$ cat src/rtl/mem_stage.sv
// +-----------------------------------------------------------------------+
// | mem_stage: memory-access pipeline stage, LOAD/STORE over req/ack port  |
// | Optional: define MEM_TIMEOUT_EN for the d_ack watchdog and mem_err     |
// | Revision: 1.0                                                          |
// +-----------------------------------------------------------------------+
`default_nettype none

`ifndef LOAD
`define LOAD 5'b10000
`endif
`ifndef EXEC
`define EXEC 1'b1
`endif

module mem_stage #(
  parameter int DATA_W  = 16,
  parameter int TIMEOUT = 200
) (
  input  logic              clock,
  input  logic              reset,
  input  logic              state,
  input  logic [DATA_W-1:0] mem_ir,
  input  logic [DATA_W-1:0] reg_C,
  input  logic              dw,
  input  logic [DATA_W-1:0] smdr1,
  output logic [DATA_W-1:0] d_addr,
  output logic [DATA_W-1:0] d_wdata,
  output logic              d_we,
  output logic              d_req,
  input  logic              d_ack,
  input  logic [DATA_W-1:0] d_rdata,
  output logic [DATA_W-1:0] wb_ir,
  output logic [DATA_W-1:0] reg_C1,
  output logic              mem_busy,
  output logic              mem_err
);

  localparam logic [0:0] S_IDLE = 1'b0;
  localparam logic [0:0] S_WAIT = 1'b1;

  logic [0:0]        fsm_q, fsm_d;
  logic              exec_cyc, mem_op;
  logic              capture, accept, abort, pend_set, timeout_hit;
  logic [DATA_W-1:0] ir_q, c_q, pend_data, rdata_sel;
  logic              dw_q, ack_pend;

  assign exec_cyc  = (state == `EXEC);
  assign mem_op    = (mem_ir[DATA_W-1 -: 5] == `LOAD) || dw;
  assign rdata_sel = ack_pend ? pend_data : d_rdata;

`ifdef MEM_TIMEOUT_EN
  localparam int CNT_W = ($clog2(TIMEOUT + 1) > 8) ? $clog2(TIMEOUT + 1) : 8;
  logic [CNT_W-1:0] wait_cnt;

  assign timeout_hit = (wait_cnt == CNT_W'(TIMEOUT - 1));

  always_ff @(posedge clock or negedge reset) begin
    if (!reset) begin
      wait_cnt <= '0;
      mem_err  <= 1'b0;
    end else begin
      if (capture)
        wait_cnt <= '0;
      else if (fsm_q == S_WAIT && exec_cyc && !accept)
        wait_cnt <= wait_cnt + 1'b1;
      if (abort)
        mem_err <= 1'b1;
    end
  end
`else
  logic unused_timeout;
  assign unused_timeout = TIMEOUT[0];
  assign timeout_hit    = 1'b0;
  assign mem_err        = 1'b0;
`endif

  always_ff @(posedge clock or negedge reset) begin
    if (!reset) fsm_q <= S_IDLE;
    else        fsm_q <= fsm_d;
  end

  always_comb begin
    fsm_d = fsm_q;
    case (fsm_q)
      S_IDLE:  if (capture) fsm_d = S_WAIT;
      S_WAIT:  if (accept || abort) fsm_d = S_IDLE;
      default: fsm_d = S_IDLE;
    endcase
  end

  // An ack arriving on a stalled cycle is parked in ack_pend so it is not lost.
  always_comb begin
    capture  = 1'b0;
    accept   = 1'b0;
    abort    = 1'b0;
    pend_set = 1'b0;
    case (fsm_q)
      S_IDLE: capture = exec_cyc && mem_op;
      S_WAIT: begin
        accept   = exec_cyc && (d_ack || ack_pend);
        abort    = exec_cyc && !accept && timeout_hit;
        pend_set = !exec_cyc && d_ack && !ack_pend;
      end
      default: ;
    endcase
  end

  always_ff @(posedge clock or negedge reset) begin
    if (!reset) begin
      wb_ir     <= '0;
      reg_C1    <= '0;
      d_addr    <= '0;
      d_wdata   <= '0;
      d_we      <= 1'b0;
      d_req     <= 1'b0;
      mem_busy  <= 1'b0;
      ir_q      <= '0;
      c_q       <= '0;
      dw_q      <= 1'b0;
      ack_pend  <= 1'b0;
      pend_data <= '0;
    end else begin
      if (fsm_q == S_IDLE && exec_cyc) begin
        if (mem_op) begin
          ir_q     <= mem_ir;
          c_q      <= reg_C;
          dw_q     <= dw;
          d_addr   <= reg_C;
          d_wdata  <= smdr1;
          d_we     <= dw;
          d_req    <= 1'b1;
          mem_busy <= 1'b1;
          wb_ir    <= '0;
        end else begin
          wb_ir  <= mem_ir;
          reg_C1 <= reg_C;
        end
      end
      if (fsm_q == S_WAIT && exec_cyc)
        wb_ir <= '0;
      if (pend_set) begin
        ack_pend  <= 1'b1;
        pend_data <= d_rdata;
      end
      if (accept) begin
        wb_ir    <= ir_q;
        reg_C1   <= dw_q ? c_q : rdata_sel;
        d_req    <= 1'b0;
        d_we     <= 1'b0;
        mem_busy <= 1'b0;
        ack_pend <= 1'b0;
      end
      if (abort) begin
        wb_ir    <= '0;
        d_req    <= 1'b0;
        d_we     <= 1'b0;
        mem_busy <= 1'b0;
        ack_pend <= 1'b0;
      end
    end
  end

endmodule

`default_nettype wire

$ cat config.mk
export PLATFORM = sky130hd
export DESIGN_NAME = mem_stage
export DESIGN_NICKNAME = d
export VERILOG_FILES = /design/src/rtl/mem_stage.sv
export SDC_FILE = /design/constraint.sdc
export NUM_CORES = 1
export LEC_CHECK = 0
export ABC_AREA = 0
export ABC_CLOCK_PERIOD_IN_PS = 3680
export CAP_MARGIN = 5
export CORE_ASPECT_RATIO = 1.4
export CORE_MARGIN = 2
export CORE_UTILIZATION = 45
export CTS_BUF_LIST = sky130_fd_sc_hd__clkbuf_4 sky130_fd_sc_hd__clkbuf_8
export DETAILED_ROUTE_END_ITERATION = 10
export PLACE_DENSITY = 0.77
export SLEW_MARGIN = 20
export SYNTH_ARGS = -nofsm -noshare
export SYNTH_HDL_FRONTEND = slang
export SYNTH_SLANG_ARGS = --single-unit
$ cat constraint.sdc
create_clock -name clock -period 3.68 [get_ports clock]
set_clock_uncertainty 0.05 [all_clocks]
set_input_delay 0.552 -clock clock [delete_from_list [all_inputs] [get_ports clock]]
set_output_delay 0.552 -clock clock [all_outputs]
set_load 0.02 [all_outputs]
==> results of run 1 <==
[worst max path at each step]
stage	end	depth (start not counted)	slack (ps)
floorplan	reg_C1[10]$_DFFE_PN0P_	5	1780
global placement	reg_C1[4]$_DFFE_PN0P_	6	1010
detailed placement	reg_C1[5]$_DFFE_PN0P_	6	960
CTS	reg_C1[4]$_DFFE_PN0P_	6	1330
global route	reg_C1[4]$_DFFE_PN0P_	6	1150
finish	wb_ir[0]$_DFFE_PN0P_	6	1300
[layout by cell type (no fill, tap or decap)]
cell	netlist	final
sky130_fd_sc_hd__a211oi_1	16	16
sky130_fd_sc_hd__a21o_1	1	1
sky130_fd_sc_hd__a21oi_1	15	15
sky130_fd_sc_hd__a221oi_1	4	4
sky130_fd_sc_hd__a22oi_1	12	12
sky130_fd_sc_hd__buf_12	0	1
sky130_fd_sc_hd__buf_4	9	9
sky130_fd_sc_hd__bufinv_16	0	1
sky130_fd_sc_hd__clkbuf_8	0	11
sky130_fd_sc_hd__clkdlybuf4s50_1	0	134
sky130_fd_sc_hd__clkinv_2	0	2
sky130_fd_sc_hd__clkinvlp_4	0	1
sky130_fd_sc_hd__conb_1	1	1
sky130_fd_sc_hd__dfrtp_1	101	101
sky130_fd_sc_hd__inv_1	1	1
sky130_fd_sc_hd__inv_4	1	1
sky130_fd_sc_hd__mux2_1	16	16
sky130_fd_sc_hd__mux2_2	54	54
sky130_fd_sc_hd__mux2_4	10	10
sky130_fd_sc_hd__nand2_1	19	19
sky130_fd_sc_hd__nand2b_1	1	1
sky130_fd_sc_hd__nor2_1	22	22
sky130_fd_sc_hd__nor2b_1	16	16
sky130_fd_sc_hd__nor3_2	1	1
sky130_fd_sc_hd__nor4_4	1	1
sky130_fd_sc_hd__o211a_1	1	1
sky130_fd_sc_hd__o211ai_1	1	1
sky130_fd_sc_hd__o21a_1	2	1
sky130_fd_sc_hd__o21a_2	0	1
sky130_fd_sc_hd__o21ai_0	34	34
sky130_fd_sc_hd__o41a_1	1	1
sky130_fd_sc_hd__o41ai_4	1	1
[metrics by stage]
step	setup slack, ps	power, W	instance area, um^2
floorplan	1780	0.00324	4500
global placement	1010	0.00417	5940
detailed placement	957	0.00424	5940
CTS	1330	0.00496	6140
global route	1150	0.00519	6140
finish	1300	0.00490	6140
[flip-flops by register name, summed over array words and instances (netlist names), 16 cells and up]
name,flops
c_q,16
d_wdata,16
ir_q,16
pend_data,16
reg_C1,16
wb_ir,16
[cell families after synthesis]
group | count (synthesis) | share of synthesized area
AOI/OAI and AO/OA | 88 | 0.126
buffers and inverters | 30 | 0.0386
DFF | 101 | 0.561
muxes | 80 | 0.208
other | 1 | 0.000833
and+or+nand+nor | 60 | 0.0647
[area by class of cell]
type	instances	area [um^2]
Clock buffer	11	151
Sequential cell	101	2530
Timing Repair Buffer	144	1430
Clock inverter	4	47.5
Multi-Input combinational cell	229	1800
Tap cell	135	169
Inverter	2	10.0
Fill cell	813	3710
[Yosys cell counts]
cell type / instances / area share
sky130_fd_sc_hd__buf_4: 9 / 0.015
sky130_fd_sc_hd__a221oi_1: 4 / 0.0078
sky130_fd_sc_hd__dfrtp_1: 101 / 0.56
sky130_fd_sc_hd__o41ai_4: 1 / 0.0061
sky130_fd_sc_hd__a211oi_1: 16 / 0.027
sky130_fd_sc_hd__a21oi_1: 15 / 0.017
sky130_fd_sc_hd__nand2b_1: 1 / 0.0014
sky130_fd_sc_hd__nor3_2: 1 / 0.0022
sky130_fd_sc_hd__nor2_1: 22 / 0.018
sky130_fd_sc_hd__buf_6: 2 / 0.0050
sky130_fd_sc_hd__a22oi_1: 12 / 0.020
sky130_fd_sc_hd__o41a_1: 1 / 0.0025
sky130_fd_sc_hd__mux2_1: 16 / 0.040
sky130_fd_sc_hd__a21o_1: 1 / 0.0017
sky130_fd_sc_hd__mux2_2: 54 / 0.13
sky130_fd_sc_hd__nor4_4: 1 / 0.0047
sky130_fd_sc_hd__o21ai_0: 34 / 0.038
sky130_fd_sc_hd__o21a_1: 2 / 0.0033
sky130_fd_sc_hd__buf_2: 8 / 0.0089
sky130_fd_sc_hd__inv_4: 1 / 0.0014
sky130_fd_sc_hd__inv_1: 1 / 0.00083
sky130_fd_sc_hd__nand2_1: 19 / 0.016
sky130_fd_sc_hd__conb_1: 1 / 0.00083
sky130_fd_sc_hd__buf_1: 1 / 0.00083
sky130_fd_sc_hd__o211a_1: 1 / 0.0022
sky130_fd_sc_hd__nor2b_1: 16 / 0.022
sky130_fd_sc_hd__mux2_4: 10 / 0.033
sky130_fd_sc_hd__o211ai_1: 1 / 0.0017
sky130_fd_sc_hd__clkbuf_1: 8 / 0.0067
[power by group]
part | internal, W | leakage (nW) | switching (W)
clock network | 0.000345 | 0.101 | 0.000361
registers | 0.00162 | 1.20 | 0.000336
logic | 0.00118 | 1.22 | 0.00105
[routing by layer]
layer | track usage | up-vias
met1 | 0.243 | 1606
met4 | 0.116 | 0
li1 | - | 1537
met5 | 0 | -
met3 | 0.0336 | 24
met2 | 0.327 | 94
==> results.md, run 1 <==
Detailed routing:
- The via count of the routed design is approximately 3,300.
- The detail route stage leaves a number of antenna-violating nets equal to 0.
- The highest metal layer carrying signal wires in the routed design is met4.
- The count of unresolved DRC violations after routing is 0.
- The total routed wire length on the met1 layer is ~4.3 mm.
- The wire length on met2 is approximately 5.4 mm.
- The detailed-route wire length per cell is around 17 um.
- The length of the first detailed-routing pass in iterations is 7.
- Detailed routing placed a total of between 400 and 500 um of wire on met3.
- The ratio of routed vias to standard cells is 5.21.
- Wires add up to roughly 10 mm.
- The violation count after the first detailed-routing iteration is 90.

Timing:
- The final max-slew violation count is 0.
- The worst-case headroom to the max-slew limit is 0.382.
- Setup repair after global routing left no endpoint under its margin.
- The transition at the pin with the smallest max-transition slack is approximately 900 ps.
- The setup-violating endpoint count in the final report is 0.
- On the final layout, the worst hold slack is roughly 260 ps.
- The final number of hold-violating endpoints is 0.
- The setup TNS is 0 ps.
- The share of the clock period used by the worst path is 0.647.
- The smallest clock period supported by the final layout is computed as between 2000 and 2500 ps.
- The highest clock frequency the design can meet is 420 MHz.

Setup path:
- The worst-path cell with the longest stage delay is sky130_fd_sc_hd__clkdlybuf4s50_1.
- The worst register-to-register path has a setup slack of roughly 1600 ps.
- Of all nets on the critical path, the largest fanout is 27.
- The worst setup path is of the input pin to flop kind.
- The number of buffers and inverters on the critical path is 2.
- The kind of cell adding the most delay to the critical path is compound AO/OA/AOI/OAI gates.
- At the worst endpoint, the arrival time is 2620 ps.
- Walking the worst path, the cells encountered are clkdlybuf4s50_1, buf_4, a21oi_1, o41a_1, a22oi_1, a21oi_1.
- The cell depth of the worst flop-to-flop path is 6.
- The largest single stage delay on the critical path is around 580 ps.
- The critical path launch point type is an input pin.
- STA classifies the critical path endpoint as a flop.
- The cell that appears most often on the critical path is sky130_fd_sc_hd__a21oi_1.
- For the worst setup path, the data required time is between 3000 and 4000 ps.
- The most critical setup path has its startpoint at state.
- The critical register-to-register path endpoint is reg_C1[5]$_DFFE_PN0P_.
- In this run the critical register-to-register path is launched from ack_pend$_DFFE_PN0P_.

Clocking:
- Gates resized during post-CTS repair numbered 0.
- The post-cts hold buffer count is 0.
- The number of buffers created by CTS is 9.
- The number of H-tree branching levels is 3.
- The clock latency of the later-clocked register in the worst-skew pair is around 370 ps.
- The post-CTS setup buffer count is 0.
- The TritonCTS clock tree is done.
- Clock-pin slew was measured on the worst setup and hold paths at around 90 ps.
- The number of sinks handled by clock tree synthesis is slightly above 100.
- The tree is rooted in a sky130_fd_sc_hd__clkbuf_8.
- The clock passes through at most 2 buffers.

Floorplan:
- The die area is between 10,000 and 15,000 um^2.
- The core area is 9850 um^2.
- The number of placement rows is 43.
- From left edge to right edge, the die measures about 90 um.
- The count of boundary I/O pins is roughly 140.
- The starting density of the core is 0.457.
- The floorplan step set the die height to ~120 um.

Logic synthesis:
- The synthesized instance count is 360.
- The number of warnings printed during yosys synthesis is 0.
- The synthesized net count is roughly 430.
- In this run, synthesis produced a sequential element count of ~100.
- Of the synthesized area, sequential elements account for 0.561.
- Counting distinct cell types in the post-synthesis netlist gives 29.
- A synthesized cell averages approximately 13 um^2.
- The cell area after synthesis is about 4500 um^2.

Layout:
- The share of layout cells above drive strength 1 is 0.191.
- At the end of the flow, the number of nets in the layout was 556.
- The number of antenna repair diodes is 0.
- Relative to the synthesized area, the layout overhead comes to 36.3%.
- Once layout is complete, the utilization of the core stands at 0.623.
- The number of standard cells in the final layout excluding fillers is ~630.

Placement:
- The number of buffers added on ports is ~140.
- The number of placed instances, taps included is between 600 and 700.
- At the end of routability-driven placement, the weighted congestion stood at just over 0.8.
- The detailed placement HPWL is around 7.3 mm.

Power and ir drop:
- The total power density per cell area is between 700 and 800 nW/um^2.
- The leakage power is 2.52 nW.
- The maximum vdd ir drop is about 0.37 mV.

Outcome:
- The run finished with clean final reports.

GRT:
- The number of global-route vias before repair came to 3,348.
- The wire length of the first global-routing pass is about 16 mm.
- The total track usage is 0.199.
- Global routing finished with a remaining overflow of 0.
- The largest net degree at the start of global routing is between 70 and 80.
- The initial antenna violation count is 0.

Flow run:
- Max-cap violations in this run came to 0.

Worst hold path:
- The tightest min-delay check is of the input pin to asynchronous set/reset pin type.
No activity file was read; power rests on OpenSTA's default activity.
==> run 2, diff against run 1 <==
--- a/config.mk
+++ b/config.mk
@@ -6,7 +6,7 @@
 export NUM_CORES = 1
 export LEC_CHECK = 0
 export ABC_AREA = 0
-export ABC_CLOCK_PERIOD_IN_PS = 3680
+export ABC_CLOCK_PERIOD_IN_PS = 2250
 export CAP_MARGIN = 5
 export CORE_ASPECT_RATIO = 1.4
 export CORE_MARGIN = 2
==> constraint.sdc (replaced) <==
create_clock -name clock -period 2.25 [get_ports clock]
set_clock_uncertainty 0.05 [all_clocks]
set_input_delay 0.3375 -clock clock [delete_from_list [all_inputs] [get_ports clock]]
set_output_delay 0.3375 -clock clock [all_outputs]
set_load 0.02 [all_outputs]
==> results.md, run 2 (same netlist as run 1, synthesis figures left out) <==
Placement:
- After detailed placement, the total cell area comes to between 6000 and 7000 um^2.
- The final estimated routing congestion in global placement is approximately 0.85.
- The HPWL after detailed placement is 7.99 mm.
- The number of buffers added on ports is about 140.

Setup path:
- The worst setup path is captured at a flop.
- The highest fanout seen on the critical path is 17.
- The worst register-to-register path begins at dw_q$_DFFE_PN0P_.
- At the worst endpoint, the arrival time is ~2300 ps.
- The worst register-to-register path has a setup slack of between 200 and 250 ps.
- The cell depth of the worst flop-to-flop path is 4.
- The worst setup path is launched from a flop.
- The critical register-to-register path endpoint is reg_C1[5]$_DFFE_PN0P_.
- The critical path is of the flop to flop type.
- For the worst setup path, the data required time is 2460 ps.

Clocking:
- The number of sinks handled by clock tree synthesis is between 100 and 150.
- The clock latency of the later-clocked register in the worst-skew pair is about 370 ps.
- Post-CTS repair changed the size of 0 cells.
- Clock-pin slew was measured on the worst setup and hold paths at approximately 100 ps.
- The buffer type at the clock tree root is sky130_fd_sc_hd__clkbuf_8.
- The buffer depth of the longest clock path is 2.
- The number of buffers created by CTS is 9.
- CTS built an H-tree with a depth of 3.
- TritonCTS built the clock tree.

Floorplan:
- The die area is ~11,000 um^2.
- The width of the die is 88.6 um.
- The die is roughly 120 um tall.
- The count of boundary I/O pins is around 140.
- The floorplan has 43 rows.
- The core area is between 9000 and 10,000 um^2.
- The initial utilization of the core area, before any placement, comes to 0.457.

Layout:
- The final-layout fill cell count is roughly 790.
- Summing all multi-input logic gate instances after layout gives roughly 1800 um^2.
- Leaving out fill and tap cells, the most frequent cells in the layout are 134 x sky130_fd_sc_hd__clkdlybuf4s50_1, 101 x sky130_fd_sc_hd__dfrtp_1, 54 x sky130_fd_sc_hd__mux2_2.
- For this run, the post-layout net count is approximately 570.
- The area growth from synthesis to layout is 39.7%.
- The leading cell type in the layout, fill and taps excluded is sky130_fd_sc_hd__clkdlybuf4s50_1.
- The number of antenna diodes in the final layout is 0.
- In the final layout, the share of cells above drive strength 1 is 0.212.
- After routing the design area is between 6000 and 7000 um^2.
- Summing all flip-flop and latch instances after layout gives between 2000 and 3000 um^2.

Worst hold path:
- The worst hold path belongs to the class input pin to asynchronous set/reset pin.

Power and ir drop:
- The leakage power is 2.61 nW.
- Power spread over the standard cell area amounts to about 1300 nW/um^2.
- The total power is a little over 0.008 W.
- The worst-case IR drop observed on VDD is 0.693 mV.

GRT:
- The initial antenna violation count is 0.
- The largest net degree at the start of global routing is 38.
- The number of global-route vias before repair is about 3,600.
- The first global-routing pass estimated 17.1 mm of wire.
- For this run the aggregate overflow at the end of global routing stands at 0.
- The total track usage is 0.206.

Detailed routing:
- The final wirelength is 10.9 mm.
- The count of unresolved DRC violations after routing is 0.
- Using the TritonRoute via totals, the vias-per-cell ratio works out to 5.24.
- The detail route stage leaves a number of antenna-violating nets equal to 0.
- In the final routed layout, each cell accounts on average for about 17 um.
- The via count of the routed design is 3,351.
- The length of the first detailed-routing pass in iterations is 4.
- In this run, the number of DRC markers left after iteration 0 of detailed routing was 120.

Timing:
- Static timing analysis puts the maximum clock frequency at a little under 500 MHz.
- The time the final worst path needs with I/O delays and setup is 2050 ps.
- The worst-case headroom to the max-slew limit is 0.576.
- The final max-slew violation count is 0.
- The transition at the pin with the smallest max-transition slack is approximately 640 ps.
- The share of the clock period used by the worst path is 0.911.
- The final number of hold-violating endpoints is 0.
- Setup violations remaining at the end of the flow were counted as 0.
- Setup repair after global routing left no endpoint under its margin.

Outcome:
- The flow ran to the end, and the final reports show no timing, DRC or antenna violations.

Flow run:
- The tool flagged a number of max-cap violations equal to 0.
run 2: changes by cell type in the layout (fill, tap and decap cells not counted):
cell	before	now
sky130_fd_sc_hd__buf_4	9	19
sky130_fd_sc_hd__clkinv_4	0	2
sky130_fd_sc_hd__buf_12	1	3
sky130_fd_sc_hd__dlygate4sd3_1	0	1
sky130_fd_sc_hd__clkinv_2	2	0
sky130_fd_sc_hd__inv_6	0	3
sky130_fd_sc_hd__clkbuf_8	11	9
sky130_fd_sc_hd__clkinvlp_4	1	0
sky130_fd_sc_hd__bufinv_16	1	2
run 2: power by group:
| part | internal (W) | switching [W] | total (W) | leakage, nW |
|---|---|---|---|---|
| logic | 0.00199 | 0.00174 | 0.00373 | 1.29 |
| clock network | 0.000643 | 0.000670 | 0.00131 | 0.115 |
| registers | 0.00265 | 0.000579 | 0.00323 | 1.20 |
| total | 0.00528 | 0.00299 | 0.00827 | 2.61 |
run 2: worst max-delay path: stages (launching register included):
cell and delay (ps):
sky130_fd_sc_hd__dfrtp_1 760, sky130_fd_sc_hd__inv_1 480, sky130_fd_sc_hd__o21ai_0 260, sky130_fd_sc_hd__o21ai_0 120, sky130_fd_sc_hd__mux2_4 270
run 2: final cells by class:
type                    instances  share of cell area
multi-input cells             229               0.287
clock inverters                 7              0.0165
inverters                       2             0.00159
repair buffers                157               0.247
clock buffers                   9              0.0197
well taps                     135              0.0268
flip-flops and latches        101               0.402
run 2: what timing repair did:
item,in CTS,in global routing
setup buffers,0,0
hold endpoints to repair,24,0
hold buffers,1,0
setup endpoints to repair,0,0
run 2: how the worst max path moves through the flow:
stage	startpoint	end	slack, ps	cells past startpoint
after CTS	dw_q$_DFFE_PN0P_	reg_C1[15]$_DFFE_PN0P_	190	4
after global placement	mem_ir[11]	d_wdata[3]$_DFFE_PN0P_	80	6
final	dw_q$_DFFE_PN0P_	reg_C1[5]$_DFFE_PN0P_	200	4
after detailed placement	mem_ir[11]	d_wdata[10]$_DFFE_PN0P_	-6	6
after global routing	dw_q$_DFFE_PN0P_	reg_C1[7]$_DFFE_PN0P_	50	4
after floorplan	state	reg_C1[10]$_DFFE_PN0P_	560	5
run 2: routing by layer:
layer  GRT usage  routed length [um]  vias up
met2       0.355                5870       91
met3      0.0242                 331       21
met5           0                   0        -
met1       0.252                4330     1675
met4       0.100                 339        0
li1            -                   -     1564
run 2: stage by stage:
stage	worst slack (ps)	utilization	std cells	TNS [ps]	hold slack (ps)
3_3_place_gp	76.9	0.615	623	0	220
2_1_floorplan	560	-	360	0	-8.09
5_1_grt	48.1	0.639	640	0	420
3_5_place_dp	-6.35	0.615	623	-13.3	227
4_1_cts	194	0.639	640	0	360
6_report	200	0.639	640	0	366
==> variant 1 (config.mk and constraints of run 2) <==
`DATA_W`: 16 -> 32.
--- a/src/rtl/mem_stage.sv
+++ b/src/rtl/mem_stage.sv
@@ -15,3 +15,3 @@
 module mem_stage #(
-  parameter int DATA_W  = 16,
+  parameter int DATA_W  = 32,
   parameter int TIMEOUT = 200
Interface: changed (8 resized); port bits go from 137 to 265. The function was not compared with the original's and may differ.
==> variant 1 against run 2 <==
- power rose by 99%
- via count rose by 91%
- setup slack improved by 0.15 ns
- first-iteration DRC count rose to 2.9 times the old value
- area after synthesis rose by 100%
- sequential share of layout area fell by 0.53 points
- non-clock buffer count rose by 138
- sequential cell count rose by 96
- cell area rose by 98%
- wire length rose by 110%
- synthesized cell count rose by 92%
- maximum frequency rose by 7.8%
- critical path type is now flip-flop to primary output
- largest power group unchanged
- highest routed layer unchanged
==> variant 1: results (changes against run 2) <==
status=completed (unchanged); Critical R2R Capture=reg_C1[19]$_DFFE_PN0P_ (was reg_C1[5]$_DFFE_PN0P_); Synth top cells by count=dfrtp_1, mux2_4, o21ai_0, mux2_2, nor2_1 (was dfrtp_1, mux2_2, o21ai_0, nor2_1, nand2_1); largest net degree at the start of global routing=69 (was 38); half-perimeter wire length after placement=16000 um (was 7990 um); Crit Path Max Fanout=3 (was 17); DR pass1 iterations=5 (was 4); port bufs=263 (was 135); largest delay contributor family on the critical path=buffers and inverters (was flip-flops); Max-slew headroom=0.600 (was 0.576); Critical-path top delay cell=clkdlybuf4s50_1 (was dfrtp_1); top post-synthesis cells by area=dfrtp_1, mux2_4, mux2_2, o21ai_0, a211oi_1 (was dfrtp_1, mux2_2, mux2_1, o21ai_0, mux2_4); r2r worst-path depth=5 (was 4); hold slack=0.177 ns (was 0.366 ns); Starting DRT DRC Count=348 (was 120); WL per Instance=18.9 um (was 17.0 um); vias per cell=5.25 (was 5.24); Net Count, Synth=823 (was 429); Static Leak=5.24 nW (was 2.61 nW); CP max stage delay=0.63 ns (was 0.76 ns); reg2reg setup slack=0.46 ns (was 0.20 ns); HP Class=primary input to flip-flop (was primary input to async pin); H-tree levels=4 (was 3); P_sw=6.05 mW (was 2.99 mW); fillers=1541 (was 787)
## variant 1: power by group through the flow
stage | combinational [mW] | sequential, mW | clock [mW]
final | 8.00 | 6.26 | 2.19
after global routing | 8.48 | 6.50 | 2.41
after CTS | 8.11 | 6.27 | 2.27
after detailed placement | 8.10 | 6.29 | 0
after floorplan | 3.72 | 7.30 | 0
after global placement | 7.95 | 6.25 | 0
## variant 1: kinds of logic (layout without fill, tap and decap cells)
logic type | after synthesis | count (layout) | synth area share
AND/OR/NAND/NOR | 108 | 108 | 0.0557
multiplexers | 160 | 160 | 0.239
other | 1 | 2 | 0.000408
buffers and inverters | 56 | 329 | 0.0520
flip-flops | 197 | 197 | 0.536
AO/OA/AOI/OAI | 168 | 168 | 0.116
## variant 1: worst reg2reg max path: cells and delay by family (launching register included)
kind,cells,cell delay [ns]
flip-flops,1,0.60
buffers and inverters,1,0.24
AO/OA/AOI/OAI,3,0.69
multiplexers,1,0.17
## variant 1: how the worst max path moves through the flow
stage / slack (ns) / endpoint / startpoint / cells after the start
CTS: 0.31 / d_addr[24] / c_q[24]$_DFFE_PN0P_ / 1
finish: 0.35 / d_addr[22] / c_q[22]$_DFFE_PN0P_ / 1
global route: 0.28 / d_addr[27] / c_q[27]$_DFFE_PN0P_ / 1
global placement: -0.01 / c_q[15]$_DFFE_PN0P_ / mem_ir[30] / 5
floorplan: 0.57 / c_q[0]$_DFFE_PN0P_ / mem_ir[27] / 6
detailed placement: -0.03 / d_wdata[25]$_DFFE_PN0P_ / mem_ir[27] / 6
## variant 1: area by class of cell
| type | count | area [um^2] | area share |
|---|---|---|---|
| antenna | 1 | 2.50 | 0.000201 |
| clock buffer | 17 | 234 | 0.0188 |
| clock inverter | 15 | 148 | 0.0119 |
| inverter | 2 | 7.51 | 0.000603 |
| multi-input combinational | 437 | 3790 | 0.305 |
| sequential | 197 | 4930 | 0.396 |
| tap | 252 | 315 | 0.0253 |
| timing repair buffer | 295 | 3010 | 0.242 |
## variant 1: through the flow
step / setup TNS, ns / std cells / setup WS, ns / area [um^2]
6_report: 0 / 1216 / 0.348 / 12400
5_1_grt: 0 / 1216 / 0.281 / 12400
4_1_cts: 0 / 1215 / 0.308 / 12400
3_5_place_dp: -1.41 / 1182 / -0.0284 / 12000
3_3_place_gp: -0.210 / 1182 / -0.0103 / 12000
2_1_floorplan: 0 / 690 / 0.574 / 9190
## variant 1: metal layers
metal  GRT usage  vias to the layer above  share of wire  wire, um
li1            -                     2986              -         -
met1       0.268                     3168           0.41      9550
met2       0.366                      194           0.51     11700
met3      0.0467                       37          0.049      1130
met4      0.0829                        0          0.030       681
met5           0                        -              0         0
==> variant 2 (config.mk and constraints of run 2) <==
Made on the original files. Add a define of `MEM_TIMEOUT_EN`.
--- a/src/rtl/mem_stage.sv
+++ b/src/rtl/mem_stage.sv
@@ -6,2 +6,4 @@
 `default_nettype none
+
+`define MEM_TIMEOUT_EN
 
Check against the original RTL: same outputs for any inputs over 4 cycles, from zero or initial values and one cycle with reset low; that may be too few to reach the edited logic, so the function may still have changed.
==> variant 2 against run 2 <==
- sequential cell count rose by 9
- area after synthesis increased by 11%
- cell area rose by 8.6%
- power increased by 1.9%
- setup slack better by 0.12 ns
- via count is 6.3% higher
- hold slack better by 0.045 ns
- wire length increased by 4.8%
- critical path type is now primary input to flip-flop
- largest cell class unchanged
- highest routed layer unchanged
==> variant 2: results (changes against run 2) <==
sequential area share after synthesis=0.551 (was 0.561); Non-CTS buffers=160 (was 157); layout cells sized above 1=0.270 (was 0.212); cell count after placement=659 (was 623); fraction of area in multi-input gates=0.300 (was 0.287); XOR/XNOR Fraction of Synth Area=0.0123 (was 0); Power Total=8.43 mW (was 8.27 mW); Synth top cells by count=dfrtp_1, mux2_2, nand2_1, o21ai_0, inv_1 (was dfrtp_1, mux2_2, o21ai_0, nor2_1, nand2_1); first-pass GRT wire length=18100 um (was 17100 um); #MultiIn Comb=231 (was 229); top post-synthesis cells by area=dfrtp_1, mux2_2, mux2i_1, mux2_4, a32oi_1 (was dfrtp_1, mux2_2, mux2_1, o21ai_0, mux2_4); Critical-path top delay cell=clkdlybuf4s50_1 (was dfrtp_1); Area Growth Syn to Fin=36.9% (was 39.7%); Static Leak=2.96 nW (was 2.61 nW); peak supply drop=709 uV (was 693 uV); WL per Instance=16.9 um (was 17.0 um); fillers=879 (was 787); mean area per synthesized cell=13.0 um^2 (was 12.5 um^2); clock sink count=110 (was 101); P_sw=2.89 mW (was 2.99 mW); Post-Layout Cell Count=675 (was 640); via count=3563 (was 3351); Signal buf overhead=0.235 (was 0.247); CP max stage delay=0.44 ns (was 0.76 ns); Net Count, Synth=455 (was 429); status=completed (unchanged); pre-CTS setup slack=-0.0698 ns (was -0.00635 ns); Worst Max-Slew Pin Slew=0.760 ns (was 0.636 ns); post-synthesis mux area share=0.254 (was 0.208); half-perimeter wire length after placement=8230 um (was 7990 um); largest net degree at the start of global routing=47 (was 38); GRT Util Overall=0.193 (was 0.206); Synth Area in Compound Gates=0.0812 (was 0.126)
## variant 2: final timing paths
| path | start | to | depth (start not counted) |
|---|---|---|---|
| setup / recovery | mem_ir[11] | ir_q[10]$_DFFE_PN0P_ | 6 |
| hold / removal | reset | d_wdata[14]$_DFFE_PN0P_ | 2 |
| setup reg to reg | wait_cnt[0]$_DFFE_PN0P_ | fsm_q$_DFF_PN0_ | 5 |
| hold reg to reg | mem_err$_DFFE_PN0N_ | mem_err$_DFFE_PN0N_ | 1 |
| max in group asynchronous | reset | d_wdata[9]$_DFFE_PN0P_ | 3 |
| min in group clock | mem_err$_DFFE_PN0N_ | mem_err$_DFFE_PN0N_ | 1 |
## variant 2: routing by layer
metal,track usage,routed length [um],vias up
met5,0,0,-
li1,-,-,1665
met1,0.240,4640,1802
met3,0.0228,391,13
met4,0.0804,218,0
met2,0.341,6140,83
## variant 2: timing repair
item / in CTS / in global routing
resized for setup: 0 / 0
hold endpoints to repair: 31 / 0
hold buffers: 1 / 0
